--- src/rtl/scan_ctrl_pkg.sv ---
// rtl/scan_ctrl_pkg.sv - shared types and sizing helpers for the scan chain sequencer
package scan_ctrl_pkg;

    typedef enum logic [2:0] {
        IDLE,
        LOAD,
        CAPTURE,
        UNLOAD,
        REPORT
    } scan_state_e;

    localparam int REPORT_LEN = 1;

    // One counter serves every phase, so it must hold the longest phase length.
    function automatic int cnt_width(input int chain_len, input int capture_cyc);
        int longest;
        longest = (chain_len > capture_cyc) ? chain_len : capture_cyc;
        return $clog2(longest + 1);
    endfunction

endpackage

--- src/rtl/scan_shreg.sv ---
// rtl/scan_shreg.sv - parallel-load shift register, MSB-first out, serial-in at LSB
module scan_shreg #(
    parameter int W = 16
) (
    input  logic         clk,
    input  logic         rst,
    input  logic         load,
    input  logic [W-1:0] load_data,
    input  logic         shift,
    input  logic         sin,
    output logic [W-1:0] q,
    output logic         sout
);

    always_ff @(posedge clk) begin
        if (rst) begin
            q <= '0;
        end else if (load) begin
            q <= load_data;
        end else if (shift) begin
            q <= {q[W-2:0], sin};
        end
    end

    assign sout = q[W-1];

endmodule

--- src/rtl/scan_chain_ctrl.sv ---
// rtl/scan_chain_ctrl.sv - scan load/capture/unload sequencer; SCAN_CTRL_MASK_EN adds MASK_IN compare masking
module scan_chain_ctrl
    import scan_ctrl_pkg::*;
#(
    parameter int CHAIN_LEN   = 16,
    parameter int CAPTURE_CYC = 1
) (
    input  logic                 CK,
    input  logic                 RST,
    input  logic                 START,
    input  logic [CHAIN_LEN-1:0] PAT_IN,
    input  logic [CHAIN_LEN-1:0] EXP_IN,
`ifdef SCAN_CTRL_MASK_EN
    input  logic [CHAIN_LEN-1:0] MASK_IN,
`endif
    input  logic                 SO,
    output logic                 SE,
    output logic                 SI,
    output logic                 BUSY,
    output logic                 DONE,
    output logic                 FAIL,
    output logic [CHAIN_LEN-1:0] RESULT
);

    localparam int CW = cnt_width(CHAIN_LEN, CAPTURE_CYC);

    scan_state_e          state;
    logic [CW-1:0]        cnt;
    logic [CHAIN_LEN-1:0] exp_q;
    logic                 accept;
    logic                 cnt_zero;
    logic                 mismatch;
    logic [CHAIN_LEN-1:0] unload_word;
    logic [CHAIN_LEN-1:0] unused_piso_q;
    logic                 unused_sipo_sout;

    assign accept   = (state == IDLE) && START;
    assign cnt_zero = (cnt == '0);

    // The last unload edge is also the edge that registers FAIL, so compare
    // against the word including the bit arriving on SO right now.
    assign unload_word = {RESULT[CHAIN_LEN-2:0], SO};

`ifdef SCAN_CTRL_MASK_EN
    logic [CHAIN_LEN-1:0] mask_q;
    assign mismatch = |((unload_word ^ exp_q) & ~mask_q);
`else
    assign mismatch = (unload_word != exp_q);
`endif

    scan_shreg #(.W(CHAIN_LEN)) u_piso (
        .clk       (CK),
        .rst       (RST),
        .load      (accept),
        .load_data (PAT_IN),
        .shift     (state == LOAD),
        .sin       (1'b0),
        .q         (unused_piso_q),
        .sout      (SI)
    );

    scan_shreg #(.W(CHAIN_LEN)) u_sipo (
        .clk       (CK),
        .rst       (RST),
        .load      (accept),
        .load_data ('0),
        .shift     (state == UNLOAD),
        .sin       (SO),
        .q         (RESULT),
        .sout      (unused_sipo_sout)
    );

    always_ff @(posedge CK) begin
        if (RST) begin
            state <= IDLE;
            cnt   <= '0;
            SE    <= 1'b0;
            BUSY  <= 1'b0;
            DONE  <= 1'b0;
            FAIL  <= 1'b0;
            exp_q <= '0;
`ifdef SCAN_CTRL_MASK_EN
            mask_q <= '0;
`endif
        end else begin
            DONE <= 1'b0;
            case (state)
                IDLE: begin
                    if (START) begin
                        state <= LOAD;
                        cnt   <= CW'(CHAIN_LEN - 1);
                        SE    <= 1'b1;
                        BUSY  <= 1'b1;
                        FAIL  <= 1'b0;
                        exp_q <= EXP_IN;
`ifdef SCAN_CTRL_MASK_EN
                        mask_q <= MASK_IN;
`endif
                    end
                end
                LOAD: begin
                    if (cnt_zero) begin
                        state <= CAPTURE;
                        cnt   <= CW'(CAPTURE_CYC - 1);
                        SE    <= 1'b0;
                    end else begin
                        cnt <= cnt - 1'b1;
                    end
                end
                CAPTURE: begin
                    if (cnt_zero) begin
                        state <= UNLOAD;
                        cnt   <= CW'(CHAIN_LEN - 1);
                        SE    <= 1'b1;
                    end else begin
                        cnt <= cnt - 1'b1;
                    end
                end
                UNLOAD: begin
                    if (cnt_zero) begin
                        state <= REPORT;
                        cnt   <= CW'(REPORT_LEN - 1);
                        SE    <= 1'b0;
                        DONE  <= 1'b1;
                        FAIL  <= mismatch;
                    end else begin
                        cnt <= cnt - 1'b1;
                    end
                end
                REPORT: begin
                    if (cnt_zero) begin
                        state <= IDLE;
                        BUSY  <= 1'b0;
                    end else begin
                        cnt  <= cnt - 1'b1;
                        DONE <= 1'b1;
                    end
                end
                default: state <= IDLE;
            endcase
        end
    end

endmodule

--- config.mk ---
export PLATFORM = sky130hd
export DESIGN_NAME = scan_chain_ctrl
export DESIGN_NICKNAME = d
export VERILOG_FILES = /design/src/rtl/scan_ctrl_pkg.sv /design/src/rtl/scan_shreg.sv /design/src/rtl/scan_chain_ctrl.sv
export SDC_FILE = /design/constraint.sdc
export NUM_CORES = 1
export LEC_CHECK = 0
export ABC_AREA = 0
export BUFFER_PORTS_ARGS = -buffer_cell sky130_fd_sc_hd__buf_4
export CAP_MARGIN = 40
export CORE_MARGIN = 1
export CORE_UTILIZATION = 45
export DETAILED_ROUTE_END_ITERATION = 16
export PLACE_DENSITY = 0.68
export SLEW_MARGIN = 20
export SYNTH_ARGS = -nofsm -noshare
export SYNTH_HDL_FRONTEND = slang
export SYNTH_SLANG_ARGS = --single-unit
--- constraint.sdc ---
create_clock -name CK -period 1.9 [get_ports CK]
set_input_delay 0.095 -clock CK [delete_from_list [all_inputs] [get_ports CK]]
set_output_delay 0.095 -clock CK [all_outputs]
set_load 0.1 [all_outputs]
==> summary.md <==
| Metric | Value |
|---|---|
| Die area | `0.006225 sq mm` |
| Share of cells above drive strength 1 | `23.40%` |
| Antenna violations before repair | `0` |
| Min Clock Period, post-route | `1.754 ns` |
| Seq/Total Area, Yosys | `45.13%` |
| Vias in the first global route | `2205` |
| Max_slew headroom | `66.43%` |
| Depth of the CTS H-tree | `3` |
| DR vias | `2356` |
| PD cells | `1303 mW/mm^2` |
| Least-Margin Pin Slew | `0.5025 ns` |
| RSZ-0062 raised after global routing | `false` |
| Final ANT Viol Nets | `0` |
| Max-slew violations | `0` |
| Setup crit end kind | `flop` |
| Maxcap violations | `0` |
| Initial core utilization | `47.46%` |
| Area growth, synth to finish | `26.19%` |
| Inserted Clock Buffers | `9` |
| Root Driver | `clkbuf_8` |
| WL/cell | `13.57 um` |
| Worst endpoint required time | `2.10 ns` |
| Outcome | `completed` |
| Post-synth ARST share | `0%` |
| Core ar. | `0.005608 sq mm` |
| Worst hold slack | `0.01567 ns` |
| Vias per cell | `5.259` |
| TritonCTS clock tree | `done` |
| Die height | `78.90 um` |
| Clock skew | `0.008230 ns` |
| Post-place setup slack | `0.02737 ns` |
| GRT Residual Overflow | `0` |
| Cell count after synthesis | `315` |
| # fillers | `543` |
| Detailed-route wire length | `6079 um` |
| Arr. time, crit path | `1.96 ns` |
| Dominant cell by count in the synthesized netlist | `nand2_1` |
| Fin worst setup slack | `0.1461 ns` |
| Placer Congestion | `0.7830` |
| Synth Flop Type | `dfxtp_1` |
| Synth cell types | `40` |
| Pre-antenna DRT Iters | `4` |
| Worst min path class | `in2reg` |
| Critical path fanouts, max | `10` |
| Leak | `1.421 nW` |
| GR Util All Layers | `21.36%` |
| CP Class | `reg2reg` |
| EDFF count, synth | `0` |
| Hold Vio Cnt, Final | `0` |
| Flops & latches, synth | `60` |
| Later-pin clock latency in the skew report | `0.33 ns` |
| Setup TNS | `0 ns` |
| First-pass GRT wire length | `10220 um` |
| R2R depth | `5` |
| Drt initial violations | `157` |
| Synth Net Count | `352` |
| Slowest-stage cell, CP | `or4b_4` |
| Peak Freq | `0.5702 GHz` |
| Die X | `78.90 um` |
| Peak VDD IR | `0.6543 mV` |
| Number of diodes | `0` |
| # IOs | `57` |
| CTS clk-pin slew, worst paths | `0.07 ns` |
| Synth area leaders | `dfxtp_1 45%, nand2_1 9.9%, a21oi_1 7.0%` |
| Largest net degree at the start of global routing | `45` |
| CTS Buffer Depth | `2` |
| Rows | `27` |
| Post-CTS setup buffers | `0` |
| Commonest cells post-synth | `70 x nand2_1, 60 x dfxtp_1, 37 x a21oi_1` |
| Final setup fails | `0` |
| Post-synth design cell area | `0.002661 sq mm` |
| Critical-path cell list | `inv_1, ha_1, or4b_4, a2111oi_0, nor3_1` |
| Final HPWL DP | `4108 um` |
| Nets | `409` |
| DRC | `0` |
| WHS Path Cells | `3` |
| Mean area per synthesized cell | `8.449 sq um` |
| Synthesis Warnings | `0` |
| Number of port buffers | `56` |
| Slowest Stage Delay on Critical Path | `0.54 ns` |
| Period utilization | `92.31%` |
| CP startpoint kind | `flop` |
| Total clock sinks | `60` |
| Share of the synthesized area in the top cell type | `45.13%` |
| Area leader, netlist | `dfxtp_1` |
-- kinds of logic after synthesis --
logic type	synth area share (%)
xor gates and xnor gates	6.582
AOI/OAI and AO/OA	17.16
and+or+nand+nor	20.17
buffers and inverters	4.842
adders and majority gates	0.4701
muxes	5.642
DFF	45.13
-- final cells by class --
cell class	instances	area [sq um]	share of cell area [%]
Multi-Input combinational cell	227	1340	39.90
Tap cell	72	90.09	2.683
Sequential cell	60	1201	35.77
Clock inverter	2	35.03	1.043
Clock buffer	13	148.9	4.434
Inverter	4	15.01	0.4471
Timing Repair Buffer	70	528.0	15.72
-- cell usage in the layout, fill, tap and decap left out, drive strengths merged --
cell          n
nor3b         2
ha            1
o2bb2ai       1
clkbuf       13
nor4          5
o21a          1
or4b          2
a2111oi       1
o31ai         2
a221oi        1
and3b         1
a2bb2oi       2
dfxtp        60
o21ai         5
a22oi         2
nand2b        1
nor2b         1
buf          69
nor3          5
a21oi        37
a31oi         2
o22ai         1
clkinv        1
nand2        70
mux2i        15
bufinv        1
dlygate4sd3   1
xnor2         1
nand3         1
a311oi        1
nor2         25
nand3b        2
xor2         19
a211oi       17
nand4         1
nor4b         2
inv           4
-- layer usage --
layer	vias up	share of wire, %	global-route usage, %
met2	65	47	34.70
met5	-	0	0
met3	10	4.7	4.138
li1	1201	-	-
met1	1080	46	26.85
met4	0	1.7	11.09
-- registers in the layout, summed over array words and instances, names as in the netlist --
name      cells
FAIL          1
exp_q        16
u_sipo.q     16
DONE          1
u_piso.q     16
BUSY          1
cnt           5
state         3
SE            1
-- worst paths after layout --
| kind | start | end | slack, ns |
|---|---|---|---|
| worst max-delay path | cnt[0]$_SDFFE_PP0P_ | cnt[3]$_SDFFE_PP0P_ | 0.15 |
| worst min-delay path | EXP_IN[13] | exp_q[13]$_SDFFE_PP0P_ | 0.02 |
| worst max register to register | cnt[0]$_SDFFE_PP0P_ | cnt[3]$_SDFFE_PP0P_ | 0.15 |
| worst min register to register | u_sipo.q[15]$_SDFFE_PP0P_ | u_sipo.q[15]$_SDFFE_PP0P_ | 0.45 |
-- metrics by stage --
stage               power (mW)  std cells  util (%)  cell area (sq um)
floorplan                2.881        315         -               2661
global placement         3.244        432     56.36               3161
detailed placement       3.284        432     56.36               3161
CTS                      4.388        448     59.82               3354
global route             4.655        448     59.88               3358
finish                   4.374        448     59.88               3358
-- repair_timing --
item / CTS / global route
gates resized for setup: 0 / 1
endpoints found under the setup margin: 0 / 2
hold buffers: 1 / 0
endpoints found under the hold margin: 1 / 0
-- report_power, final --
| group | internal (mW) | switching (mW) |
|---|---|---|
| clock | 0.634 | 0.461 |
| combinational | 0.667 | 0.953 |
| sequential | 1.49 | 0.168 |
| total | 2.79 | 1.58 |
-- worst max-delay path, delay by kind of cell, from the launching register on --
kind            cells  cell delay [ns]
simple gates        2             0.61
flops               1             0.36
buf+inv             1             0.08
fa+ha+maj           1             0.16
compound gates      1             0.41
(Power assumes the default switching activity.)
